**config.mk**
```make
export PLATFORM = sky130hd
export DESIGN_NAME = lsu_sram_ctrl
export DESIGN_NICKNAME = d
export VERILOG_FILES = /design/src/rtl/lsu_sram_ctrl.sv
export SDC_FILE = /design/constraint.sdc
export NUM_CORES = 1
export LEC_CHECK = 0
export BUFFER_PORTS_ARGS = -buffer_cell sky130_fd_sc_hd__buf_2
export CAP_MARGIN = 20
export CORE_ASPECT_RATIO = 0.8
export CORE_MARGIN = 5
export CORE_UTILIZATION = 50
export DETAILED_ROUTE_END_ITERATION = 8
export GPL_ROUTABILITY_DRIVEN = 0
export MAX_ROUTING_LAYER = met4
export PLACE_DENSITY = 0.77
export SLEW_MARGIN = 20
export SYNTH_ARGS = -nofsm -noshare
export SYNTH_HDL_FRONTEND = slang
export SYNTH_SLANG_ARGS = --single-unit
export TNS_END_PERCENT = 10
```
**constraint.sdc**
```tcl
create_clock -name i_clk -period 4.8 [get_ports i_clk]
set_clock_uncertainty 0.05 [all_clocks]
set_input_delay 0.24 -clock i_clk [delete_from_list [all_inputs] [get_ports i_clk]]
set_output_delay 0.24 -clock i_clk [all_outputs]
set_load 0.02 [all_outputs]
```
**src/rtl/lsu_sram_ctrl.sv**
```systemverilog
// Load/store unit front-end for a word-wide synchronous data SRAM.
// Accepts byte/halfword/word loads and stores (RISC-V funct3 encoding) from
// the execute stage. Loads are extracted and extended from a single SRAM read.
// Sub-word stores are performed as read-modify-write. The core stalls on o_busy.
module lsu_sram_ctrl #(
    parameter int MEM_WORDS = 1024,
    parameter int RD_LAT    = 1
) (
    input  logic        i_clk,
    input  logic        i_rst_n,
    input  logic        i_req,
    input  logic        i_we,
    input  logic [31:0] i_addr,
    input  logic [31:0] i_wdata,
    input  logic [2:0]  i_funct3,
    output logic        o_busy,
    output logic        o_ack,
    output logic [31:0] o_rdata,
    output logic        o_err,
    output logic [31:0] o_mem_addr,
    output logic        o_mem_wren,
    output logic [31:0] o_mem_wdata,
    input  logic [31:0] i_mem_rdata
);

    localparam logic [31:0] MEM_WORDS_W = 32'(MEM_WORDS);
    localparam logic [1:0]  CNT_LAST    = 2'(RD_LAT - 1);

    typedef enum logic [1:0] {
        IDLE = 2'd0,
        RD   = 2'd1,
        WR   = 2'd2,
        DONE = 2'd3
    } state_t;

    state_t      state_reg, state_next;
    logic [1:0]  cnt_reg, cnt_next;

    // Request captured at acceptance; immune to later input changes.
    logic        we_reg;
    logic [31:0] addr_reg;
    logic [31:0] wdata_reg;
    logic [2:0]  funct3_reg;
    logic        err_reg;

    // SRAM word captured on the last read-latency cycle.
    logic [31:0] word_reg;

    logic        funct3_bad;
    logic        misaligned;
    logic        out_of_range;
    logic        req_err;
    logic        word_store;

    logic [31:0] sb_word;
    logic [31:0] sh_word;
    logic [31:0] store_word;
    logic [7:0]  ld_byte;
    logic [15:0] ld_half;
    logic [31:0] load_word;

    // Legality check of the incoming request, evaluated against the live inputs in IDLE.
    always_comb begin
        if (i_we) begin
            // Stores: only SB, SH, SW exist.
            funct3_bad = i_funct3[2] | (i_funct3[1:0] == 2'b11);
        end else begin
            // Loads: 011, 110 and 111 are undefined.
            funct3_bad = (i_funct3[1:0] == 2'b11) | (i_funct3[2] & i_funct3[1]);
        end
        misaligned   = ((i_funct3[1:0] == 2'b01) & i_addr[0]) |
                       ((i_funct3[1:0] == 2'b10) & (i_addr[1:0] != 2'b00));
        out_of_range = ({2'b00, i_addr[31:2]} >= MEM_WORDS_W);
        req_err      = funct3_bad | misaligned | out_of_range;
        word_store   = i_we & (i_funct3 == 3'b010);
    end

    // State and read-latency counter register.
    always_ff @(posedge i_clk or negedge i_rst_n) begin
        if (!i_rst_n) begin
            state_reg <= IDLE;
            cnt_reg   <= 2'd0;
        end else begin
            state_reg <= state_next;
            cnt_reg   <= cnt_next;
        end
    end

    // Latch the request and its legality verdict on acceptance.
    always_ff @(posedge i_clk or negedge i_rst_n) begin
        if (!i_rst_n) begin
            we_reg     <= 1'b0;
            addr_reg   <= 32'd0;
            wdata_reg  <= 32'd0;
            funct3_reg <= 3'd0;
            err_reg    <= 1'b0;
        end else if (state_reg == IDLE && i_req) begin
            we_reg     <= i_we;
            addr_reg   <= i_addr;
            wdata_reg  <= i_wdata;
            funct3_reg <= i_funct3;
            err_reg    <= req_err;
        end
    end

    // Capture SRAM read data on the final latency cycle of RD.
    always_ff @(posedge i_clk or negedge i_rst_n) begin
        if (!i_rst_n) begin
            word_reg <= 32'd0;
        end else if (state_reg == RD && cnt_reg == CNT_LAST) begin
            word_reg <= i_mem_rdata;
        end
    end

    // Byte-lane merge for SB: only the addressed lane takes the new data.
    generate
        for (genvar gi = 0; gi < 4; gi++) begin : g_sb_lane
            assign sb_word[8*gi +: 8] = (addr_reg[1:0] == 2'(gi)) ? wdata_reg[7:0]
                                                                  : word_reg[8*gi +: 8];
        end
        for (genvar gi = 0; gi < 2; gi++) begin : g_sh_lane
            assign sh_word[16*gi +: 16] = (addr_reg[1] == 1'(gi)) ? wdata_reg[15:0]
                                                                  : word_reg[16*gi +: 16];
        end
    endgenerate

    // Select the write word and build the extended load result.
    always_comb begin
        case (funct3_reg[1:0])
            2'b00:   store_word = sb_word;
            2'b01:   store_word = sh_word;
            default: store_word = wdata_reg;
        endcase

        ld_byte = word_reg[{addr_reg[1:0], 3'b000} +: 8];
        ld_half = word_reg[{addr_reg[1], 4'b0000} +: 16];
        case (funct3_reg)
            3'b000:  load_word = {{24{ld_byte[7]}}, ld_byte};
            3'b001:  load_word = {{16{ld_half[15]}}, ld_half};
            3'b100:  load_word = {24'd0, ld_byte};
            3'b101:  load_word = {16'd0, ld_half};
            default: load_word = word_reg;
        endcase
    end

    // Next-state logic and state-decoded outputs (no input-to-output paths).
    always_comb begin
        state_next  = state_reg;
        cnt_next    = cnt_reg;
        o_busy      = (state_reg != IDLE);
        o_ack       = 1'b0;
        o_err       = 1'b0;
        o_rdata     = 32'd0;
        o_mem_addr  = 32'd0;
        o_mem_wren  = 1'b0;
        o_mem_wdata = 32'd0;

        case (state_reg)
            IDLE: begin
                cnt_next = 2'd0;
                if (i_req) begin
                    if (req_err) begin
                        state_next = DONE;
                    end else if (word_store) begin
                        state_next = WR;
                    end else begin
                        state_next = RD;
                    end
                end
            end
            RD: begin
                o_mem_addr = {2'b00, addr_reg[31:2]};
                if (cnt_reg == CNT_LAST) begin
                    cnt_next   = 2'd0;
                    state_next = we_reg ? WR : DONE;
                end else begin
                    cnt_next = cnt_reg + 2'd1;
                end
            end
            WR: begin
                o_mem_addr  = {2'b00, addr_reg[31:2]};
                o_mem_wren  = 1'b1;
                o_mem_wdata = store_word;
                state_next  = DONE;
            end
            DONE: begin
                o_ack = 1'b1;
                o_err = err_reg;
                if (!err_reg && !we_reg) begin
                    o_rdata = load_word;
                end
                state_next = IDLE;
            end
            default: state_next = IDLE;
        endcase
    end

endmodule

```
# After elaboration in Yosys (flattened, before gate mapping)

Cells that the tools add are included.

Output and inout port bits: 100
RAM bits: 0
Bits of input ports: 103
Register bits: 105
Memories: 0
Bits in latches: 0
Bits in read-only memories: 0

Bitwise gates (word level): 9
Add/subtract/negate cells: 1
Div/mod/pow operators: 0
Reductions and logical operators: 15
Multiplexer cells: 24
Shift-type cells: 2
Multiply operators: 0
$lt $le $gt $ge: 1
Equality and inequality tests: 16

Operator list:

| operator             | number |
|---|---|
| $pmux 32 s4          | 1 |
| $mux 32              | 3 |
| $pmux 32 s2          | 1 |
| $mux 16              | 2 |
| $mux 8               | 4 |
| $shiftx 32x6->16     | 1 |
| $shiftx 32x6->8      | 1 |
| $ge 30x11->1 const B | 1 |
| $mux 30              | 1 |
| $eq 2x2->1 const B   | 6 |
| $mux 2               | 5 |
| $eq 2x1->1 const B   | 4 |
| $logic_not 2->1      | 4 |
| $pmux 2 s4           | 1 |
| $eq 3x3->1 const B   | 2 |
| $reduce_bool 2->1    | 3 |
| $mux 1               | 5 |
| $or 1x1->1           | 5 |
| $and 1x1->1          | 4 |
| $pmux 2 s2           | 1 |
| $eq 3x1->1 const B   | 1 |
| $eq 3x2->1 const B   | 1 |
| $logic_and 1x1->1    | 3 |
| $logic_not 3->1      | 1 |
| 6 further kinds      | 7 |

# Logic depth before layout (Yosys ltp)

Gate-level depths: netlist (run 1).

Word-level depth: 8
Depth in mapped cells: 7
Gate-level depth less buffers: 6

# Worst setup path after synthesis (run 1)

OpenSTA, ideal clock, no wires.

Path kind: flip-flop to output port
Start point: register state_reg[0]
End point: output o_mem_wdata[23]
Path slack: 2565 ps
Cell stages (with the launch flop): 7
Arrival: 1945 ps
Path through: dfrtp_1 -> inv_1 -> ha_1 -> clkbuf_1 -> clkinv_1 -> clkbuf_1 -> a211oi_1

Longest elaborated chain between the ends: 2

Ends and longest elaborated chain:

| element                | line | text |
|---|---|---|
| start, declared        | 36   | `state_t state_reg, state_next;` |
| start signal, assigned | 84   | `state_reg <= state_next;` |
| $eq 2x2->1             | 158  | `case (state_reg)` |
| $mux 32                | 158  |  |
| end, declared          | 22   | `output logic [31:0] o_mem_wdata,` |

Every way passes these cells.

# Worst setup path after layout (run 1)

Start point: register addr_reg[1]
End point: output o_mem_wdata[14]

Longest elaborated chain between the ends: 4

Ends and longest elaborated chain:

| element                | line | text |
|---|---|---|
| start, declared        | 41   | `logic [31:0] addr_reg;` |
| start signal, assigned | 99   | `addr_reg <= i_addr;` |
| $eq 2x1->1             | 118  | `assign sb_word[8*gi +: 8] = (addr_reg[1:0] == 2'(gi)) ? wdata_reg[7:0]` |
| $mux 8                 | 118  |  |
| $pmux 32 s2 *          | 129  | `case (funct3_reg[1:0])` |
| $mux 32 *              | 158  |  |

Every way passes the cells marked *; elsewhere a longest branch is shown, timed or not.

==> impl_metrics.tcl, run 1 <==
set metrics [dict create \
    slew-limit-headroom 0.309 \
    area_delta_synth_final_pct 23.5 \
    maxCapViolCount 0 \
    synth.yosys.seq_area_share 0.442 \
    critPathKind "reg2out" \
    cts.sinks 105 \
    hold_violations 0 \
    clockBufferDepth 2 \
    cts_tree "built" \
    layout_min_cycle_time_ns 3.35 \
    die_x_um 132 \
    worst_setup_path_end_kind "output pin" \
    cp.arrival_ns 3.06 \
    clkTransAtPathRegs_ns 0.07 \
    power.total_w 0.00588 \
    pin_count 203 \
    dieArea_mm2 0.0142 \
    drt_iter0_markers 512 \
    ir_worst_vdd_mv 0.330 \
    p_leak_nw 3.63 \
    grt_overflow_total 0 \
    grt_max_degree 61 \
    setup_tns_ns 0 \
    hold_class "in2reg" \
    die_y_um 108 \
    fin_util 0.635 \
    dp_worst_setup_slack_ns 1.91 \
    clock.fmax_ghz 0.299 \
    coreArea_mm2 0.0116 \
    routed_wl_um 18100 \
    clk_latency_ns 0.35 \
    worst_slew_pin_slew_ns 1.04 \
    cts_repair_resize_count 0 \
    dp_hpwl_um 13400 \
    drv_slew 0 \
    setup_viol 0 \
    start_util 0.514 \
    synth_seq_cells 105 \
    avgViaCountPerCell 5.83 \
    cp_max_fo 30 \
    fill_cells 978 \
    first_pass_iters 5 \
    multi_input_area_mm2 0.00308 \
    synth_cells 577 \
    grt_util_all_layers 0.260 \
    fin_nets 861 \
    ant_nets 0 \
    ctsHoldBuffers 1 \
    vias 5279 \
    syn_area_per_cell_um2 10.3 \
    powerDensity_mw_per_mm2 801 \
    regArea_mm2 0.00263 \
    wl_per_cell_um 20.0 \
    antenna_found_initial 0 \
    ys_types 52 \
    diodes 0 \
    critPathLaunchType "flop" \
    root_buffer "clkbuf_16" \
    cts_buffers 9 \
    holdWs_ns 0.0601 \
    syn_area_mm2 0.00594 \
    crit_required_ns 4.51 \
    yosys_warnings 0 \
    drc 0 \
    drive_above_1_share 0.452 \
    rows 35 \
    cts_max_level 3 \
    fin_ws_ns 1.45 \
    finalCritPeriodShare 0.698 \
    grt_pass1_vias 5348 \
    cts_setup_buffers 0 \
    grt_pass1_wl_um 28500 \
    rsz0062_at_grt "false" \
    portBuffers 200 \
    status "complete, no violations" \
]
## path summary, 6_finish.rpt
| path | startpoint | to | slack [ns] | cells past startpoint |
|---|---|---|---|---|
| min | i_mem_rdata[24] | word_reg[24]$_DFFE_PN0P_ | 0.06 | 2 |
| min in group asynchronous | i_rst_n | word_reg[10]$_DFFE_PN0P_ | 0.45 | 2 |
| min reg2reg | addr_reg[9]$_DFFE_PN0P_ | addr_reg[9]$_DFFE_PN0P_ | 0.45 | 1 |
| max reg2reg | state_reg[0]$_DFFE_PN0P_ | wdata_reg[11]$_DFFE_PN0P_ | 2.23 | 5 |
| max | addr_reg[1]$_DFFE_PN0P_ | o_mem_wdata[14] | 1.45 | 5 |
| max in group asynchronous | i_rst_n | addr_reg[9]$_DFFE_PN0P_ | 3.11 | 3 |
## report_power, final
part           internal [W]  total (W)  switching [W]  leakage [nW]
clock              0.000540   0.000877       0.000337         0.173
sequential          0.00133    0.00183       0.000496          1.24
combinational       0.00133    0.00317        0.00184          2.21
total               0.00320    0.00588        0.00268          3.63
## final cells by class
type / instances / share of cell area
Multi-Input combinational cell: 420 / 0.420
Sequential cell: 105 / 0.358
Timing Repair Buffer: 207 / 0.144
Clock buffer: 12 / 0.0349
Tap cell: 148 / 0.0252
Clock inverter: 4 / 0.0135
Inverter: 9 / 0.00460
## layer usage
metal | track usage | part of all wire | vias up
met5 | - | 0 | -
met4 | 0.0837 | 0.025 | 0
met3 | 0.0621 | 0.086 | 36
met2 | 0.392 | 0.47 | 269
met1 | 0.348 | 0.42 | 2572
li1 | - | - | 2402
## cells by family (layout without fill, tap and decap cells)
logic type                 count (synthesis)  after routing  synth area share
other                                      1              2          0.000631
DFF                                      105            105             0.442
buffers and inverters                     53            232            0.0408
and+or+nand+nor                          191            191             0.163
adders and majority gates                  6              6            0.0126
muxes                                    112            112             0.212
AOI/OAI and AO/OA                        109            109             0.129
## cells in the mapped netlist (all sizes together)
cell type | number | share of area
nand3b | 7 | 0.0088
nand2 | 68 | 0.043
o41ai | 1 | 0.0015
nand2b | 2 | 0.0021
o31ai | 2 | 0.0025
mux2 | 102 | 0.19
nor4 | 5 | 0.0053
a22oi | 1 | 0.0013
a31oi | 1 | 0.0011
a221oi | 9 | 0.013
nand4 | 1 | 0.0011
dfrtp | 105 | 0.44
o221a | 7 | 0.013
nor3b | 2 | 0.0034
mux4 | 1 | 0.0038
conb | 1 | 0.00063
a211oi | 2 | 0.0025
nand3 | 10 | 0.0084
buf | 24 | 0.023
or2 | 1 | 0.0011
inv | 8 | 0.0051
o211a | 7 | 0.012
clkinv | 1 | 0.00063
o22ai | 1 | 0.0011
nor2 | 24 | 0.016
o211ai | 1 | 0.0013
clkbuf | 20 | 0.013
nor3 | 18 | 0.016
and3 | 1 | 0.0011
a21o | 1 | 0.0013
and2 | 33 | 0.035
ha | 6 | 0.013
o21a | 7 | 0.0088
and4b | 1 | 0.0017
mux2i | 9 | 0.015
a21oi | 35 | 0.030
a311oi | 7 | 0.010
or3b | 1 | 0.0015
nor2b | 17 | 0.019
a22o | 7 | 0.010
o21ai | 20 | 0.019
## metrics by stage
step                cell area (µm²)  cells
floorplan                      5950    578
global placement               6980    888
detailed placement             6980    888
CTS                            7340    905
global route                   7340    905
finish                         7340    905
## placed cells by master, fill, tap and decap left out, types with 10 or more instances in the layout
| cell | instances |
|---|---|
| o21ai_0 | 17 |
| and2_1 | 33 |
| nand2_1 | 67 |
| buf_2 | 199 |
| nor2_1 | 23 |
| dfrtp_1 | 105 |
| nor2b_1 | 16 |
| nor3_1 | 17 |
| mux2_2 | 102 |
| nand3_1 | 10 |
| a21oi_1 | 34 |
## critical path, cell delays in order, from the launching register on
cell and delay (ns):
dfrtp_1 1.03, inv_2 0.39, a21oi_1 0.76, a221oi_1 0.22, nor2_1 0.11, buf_2 0.19
Note: power is estimated with default switching activity, not from simulation.
==> inputs of run 2 (changes only) <==
- CORE_UTILIZATION: 50 -> 46
- PLACE_DENSITY: 0.77 -> 0.74
- clock period: 4.8 -> 2.8 ns (I/O delays scaled with it)
==> run 2 against run 1 <==
Setup slack got worse by 1.3 ns. Critical path depth increased by 1. Routed wire length increased by 5.4%. Critical endpoint is now o_rdata[20]. Count of clock-buffer cells in the layout decreased by 2. Non-clock buffer count increased by 95.
==> impl_metrics.tcl, run 2 (same netlist as run 1, synthesis figures left out) <==
set metrics [dict create \
    r2r_start "state_reg[0]$_DFFE_PN0P_" \
    area_delta_synth_final_pct 39.1 \
    start_util 0.465 \
    maxCapViolCount 0 \
    coreArea_mm2 0.0128 \
    path_cells "ha_1 -> or3b_2 -> nor2_2 -> nand2_1 -> nand2_1 -> buf_2" \
    rsz0062_at_grt "false" \
    multi_input_area_mm2 0.00308 \
    power.total_w 0.0101 \
    clock.fmax_ghz 0.376 \
    critPathKind "reg2out" \
    min_to "addr_reg[30]$_DFFE_PN0P_" \
    cts_setup_buffers 0 \
    drt_iter0_markers 575 \
    powerDensity_mw_per_mm2 1220 \
    antenna_found_initial 0 \
    layout_min_cycle_time_ns 2.66 \
    drt-met1-wl_um 7730 \
    finalNonFillerCells 1027 \
    setup_tns_ns 0 \
    grt_util_all_layers 0.255 \
    p_comb_frac 0.552 \
    hold_class "in2reg" \
    cts.sinks 105 \
    min_from "i_addr[30]" \
    pwr-share-seq 0.314 \
    drv_slew 0 \
    clk_latency_ns 0.34 \
    drc 0 \
    top_layer "met4" \
    die_y_um 112 \
    placedCellCount 921 \
    dr_wl_met3_um 1700 \
    avgViaCountPerCell 5.54 \
    cts_max_level 3 \
    portBuffers 200 \
    cp.arrival_ns 2.47 \
    cp_max_fo 16 \
    ant_nets 0 \
    drive_above_1_share 0.408 \
    clockBufferDepth 2 \
    dp_hpwl_um 13300 \
    routed_wl_um 19100 \
    slowest_delay_ns 0.58 \
    p_leak_nw 4.01 \
    grt_overflow_total 0 \
    vias 5686 \
    regArea_mm2 0.00263 \
    r2r_slack_ns 0.80 \
    clkTransAtPathRegs_ns 0.07 \
    power.internal_w 0.00546 \
    hold_depth 2 \
    grt_pass1_wl_um 30100 \
    finalCritPeriodShare 0.950 \
    cts_repair_resize_count 0 \
    worst_slew_pin_slew_ns 0.769 \
    p_switching_w 0.00462 \
    hold_violations 0 \
    wl_met2_um 9210 \
    cts_buffers 9 \
    diodes 0 \
    first_pass_iters 5 \
    slew-limit-headroom 0.487 \
    cp_slowest_cell "nor2_2" \
    worst_setup_path_end_kind "output pin" \
    wl_per_cell_um 18.6 \
    reg2reg_to "state_reg[1]$_DFFE_PN0P_" \
    critPathLaunchType "flop" \
    crit_required_ns 2.61 \
    cts_tree "built" \
    power.share.clock 0.134 \
    switching_share 0.458 \
    die_x_um 137 \
    status "complete, no violations" \
    fill_cells 1048 \
    pin_count 203 \
    dieArea_mm2 0.0153 \
    layout.cells.most_common_list "buf_2 (199), dfrtp_1 (105), mux2_2 (102), dlygate4sd3_1 (90), nand2_1 (67)" \
    cpMostUsedCell "nand2_1" \
    rows 37 \
    fin_nets 956 \
    ir_worst_vdd_mv 0.663 \
    grt_max_degree 84 \
    final_common_cell "buf_2" \
    root_buffer "clkbuf_16" \
    grt_pass1_vias 5832 \
    setup_viol 0 \
    worstRegToRegCells 6 \
]
==> run 2: power by group through the flow <==
stage | clock network (W) | registers, W | logic, W
2_1_floorplan | 0 | 0.00273 | 0.00411
3_3_place_gp | 0 | 0.00309 | 0.00527
3_5_place_dp | 0 | 0.00314 | 0.00540
4_1_cts | 0.00138 | 0.00311 | 0.00552
5_1_grt | 0.00143 | 0.00324 | 0.00601
6_report | 0.00135 | 0.00317 | 0.00556
==> run 2: repair_timing <==
item / 4_1_cts / 5_1_grt
endpoints found under the hold margin: 121 / 0
setup endpoints to repair: 0 / 1
hold buffers: 90 / 0
==> run 2: worst max-delay path by stage <==
| stage | from | end | slack [ns] |
|---|---|---|---|
| after floorplan | state_reg[0]$_DFFE_PN0P_ | o_mem_wdata[23] | 0.67 |
| after global placement | state_reg[0]$_DFFE_PN0P_ | o_mem_wdata[21] | 0.62 |
| after detailed placement | addr_reg[0]$_DFFE_PN0P_ | o_rdata[28] | 0.55 |
| after CTS | addr_reg[0]$_DFFE_PN0P_ | o_rdata[28] | 0.17 |
| after global routing | funct3_reg[1]$_DFFE_PN0P_ | o_rdata[20] | 0.01 |
| final | state_reg[0]$_DFFE_PN0P_ | o_rdata[20] | 0.14 |
==> run 2: layout make-up <==
class                      instances  area share
clock buffer                      10      0.0277
clock inverter                     6     0.00998
inverter                           9     0.00408
multi-input combinational        420       0.372
sequential                       105       0.318
tap                              175      0.0265
timing repair buffer             302       0.242
==> run 2: layer usage <==
| metal | vias up | GRT usage |
|---|---|---|
| met2 | 287 | 0.399 |
| met5 | - | - |
| li1 | 2591 | - |
| met3 | 49 | 0.0646 |
| met1 | 2759 | 0.329 |
| met4 | 0 | 0.0731 |
==> run 2: through the flow <==
step,area [µm²],hold slack [ns],setup WS (ns),utilization
detailed placement,7050,0.327,0.552,0.552
global placement,7050,0.322,0.619,0.552
floorplan,5950,-0.206,0.665,-
global route,8270,0.00492,0.0102,0.647
CTS,8270,0.000388,0.165,0.647
finish,8270,0.00771,0.139,0.647
==> run 2: worst max-delay path: cells and delay by family, from the launching register on <==
kind,cells,cell delay [ns]
flip-flops,1,0.41
buffers and inverters,1,0.16
adder cells (fa/ha/maj),1,0.23
AND/OR/NAND/NOR,4,1.34
==> inputs of run 3 (changes only) <==
- BUFFER_PORTS_ARGS: -buffer_cell sky130_fd_sc_hd__buf_2 -> -buffer_cell sky130_fd_sc_hd__buf_4
==> run 3 against run 2 <==
Core utilization increased by 4.4 points. Critical path depth unchanged. Flip-flop and latch count unchanged. Worst hold slack improved by 0.0033 ns. Register-to-register slack got worse by 0.06 ns. Final area increased by 6.9%. Non-clock buffer count increased by 8. Final cell count increased by 0.88%. Power increased by 3.7%. Via count decreased by 0.51%. Sequential power about the same. Sequential share of layout area decreased by 2.0 points. Largest cell class unchanged. Largest power group unchanged.
==> impl_metrics.tcl, run 3 (same netlist as run 1, synthesis figures left out) <==
set metrics [dict create \
    status "complete, no violations" \
    coreArea_mm2 0.0128 \
    r2r_slack_ns 0.74 \
    critPathKind "reg2out" \
    grt_overflow_total 0 \
    fin_nets 964 \
    routed_wl_um 19600 \
    cts.sinks 105 \
    cp_max_fo 18 \
    antenna_found_initial 0 \
    grt-busiest-layer "met2" \
    clkTransAtPathRegs_ns 0.07 \
    start_util 0.465 \
    power.share.clock 0.119 \
    dieArea_mm2 0.0153 \
    hold_violations 0 \
    p_switching_w 0.00466 \
    cp.arrival_ns 2.45 \
    avgViaCountPerCell 5.46 \
    use_met1 0.335 \
    powerDensity_mw_per_mm2 1180 \
    worst_setup_path_end_kind "output pin" \
    first_pass_iters 6 \
    rows 37 \
    dp_hpwl_um 13700 \
    critPathLaunchType "flop" \
    p_leak_nw 4.14 \
    holdWs_ns 0.0110 \
    grt_pass1_wl_um 30700 \
    area_delta_synth_final_pct 48.7 \
    layout_min_cycle_time_ns 2.64 \
    layout.cells.most_common_list "buf_4 (212), dfrtp_1 (104), mux2_2 (102), dlygate4sd3_1 (98), nand2_1 (67)" \
    vias 5657 \
    final_common_cell "buf_4" \
    maxCapViolCount 0 \
    portBuffers 200 \
    cts_buffers 9 \
    worst_slew_pin_slew_ns 0.756 \
    root_buffer "clkbuf_16" \
    switching_share 0.446 \
    clk_latency_ns 0.35 \
    regArea_mm2 0.00263 \
    ir_worst_vdd_mv 0.546 \
    grt_pass1_vias 5841 \
    drv_slew 0 \
    rsz0062_at_grt "false" \
    multi_input_area_mm2 0.00309 \
    ant_nets 0 \
    drive_above_1_share 0.406 \
    setup_viol 0 \
    p_comb_frac 0.581 \
    cts_setup_buffers 0 \
    crit_required_ns 2.61 \
    slew-limit-headroom 0.496 \
    fill_cells 974 \
    power.internal_w 0.00579 \
    drt_iter0_markers 403 \
    cts_tree "built" \
    finalCritPeriodShare 0.941 \
    hold_class "in2reg" \
    setup_tns_ns 0 \
    grt_util_all_layers 0.260 \
    met3_usage 0.0623 \
    die_y_um 112 \
    clockBufferDepth 2 \
    pwr-share-seq 0.301 \
    cts_max_level 3 \
    clock.fmax_ghz 0.379 \
    die_x_um 137 \
    wl_per_cell_um 19.0 \
    pin_count 203 \
    grt_max_degree 48 \
    met2_usage 0.413 \
    drc 0 \
]
==> run 3: path summary, 6_finish.rpt <==
kind	startpoint	depth (start not counted)	end
worst max-delay path	state_reg[0]$_DFFE_PN0P_	6	o_mem_wdata[21]
worst min-delay path	i_addr[0]	2	addr_reg[0]$_DFFE_PN0P_
worst max register to register	state_reg[0]$_DFFE_PN0P_	7	state_reg[0]$_DFFE_PN0P_
worst min register to register	addr_reg[9]$_DFFE_PN0P_	1	addr_reg[9]$_DFFE_PN0P_
max in group asynchronous	i_rst_n	3	addr_reg[16]$_DFFE_PN0P_
min in group asynchronous	i_rst_n	2	word_reg[28]$_DFFE_PN0P_
==> run 3: power by group through the flow <==
| stage | registers, W | clock network (W) | logic, W |
|---|---|---|---|
| 4_1_cts | 0.00310 | 0.00127 | 0.00603 |
| 3_5_place_dp | 0.00312 | 0 | 0.00590 |
| 2_1_floorplan | 0.00273 | 0 | 0.00411 |
| 3_3_place_gp | 0.00308 | 0 | 0.00577 |
| 5_1_grt | 0.00322 | 0.00132 | 0.00651 |
| 6_report | 0.00314 | 0.00124 | 0.00607 |
==> run 3: worst max-delay path: stages, from the launching register on <==
cell and delay [ns]:
dfrtp_1 0.41, inv_1 0.11, ha_1 0.15, buf_4 0.24, clkinv_1 0.49, a311oi_1 0.48, buf_4 0.22
==> run 3: stage by stage <==
| step | utilization | cells | setup WS (ns) | total power [W] | area, µm² |
|---|---|---|---|---|---|
| after global routing | 0.691 | 1035 | 0.0178 | 0.0111 | 8830 |
| final | 0.692 | 1036 | 0.164 | 0.0104 | 8840 |
| after global placement | 0.591 | 921 | 0.620 | 0.00884 | 7550 |
| after floorplan | - | 578 | 0.665 | 0.00684 | 5950 |
| after CTS | 0.691 | 1035 | 0.135 | 0.0104 | 8830 |
| after detailed placement | 0.591 | 921 | 0.523 | 0.00902 | 7550 |
==> run 3: layout make-up <==
class | count | area share
inverter | 9 | 0.00382
clock buffer | 13 | 0.0306
antenna | 1 | 0.000283
multi-input combinational | 420 | 0.349
timing repair buffer | 310 | 0.291
sequential | 105 | 0.297
clock inverter | 3 | 0.00255
tap | 175 | 0.0248
==> run 3: repair_timing <==
item | CTS | global route
hold buffers | 98 | 0
hold endpoints to repair | 142 | 0
setup endpoints to repair | 0 | 4
gates resized for setup | 0 | 2
==> run 3: per-layer routing <==
layer	up-vias	part of all wire
met1	2774	0.42
met2	234	0.49
met4	0	0.024
li1	2607	-
met5	-	0
met3	42	0.072
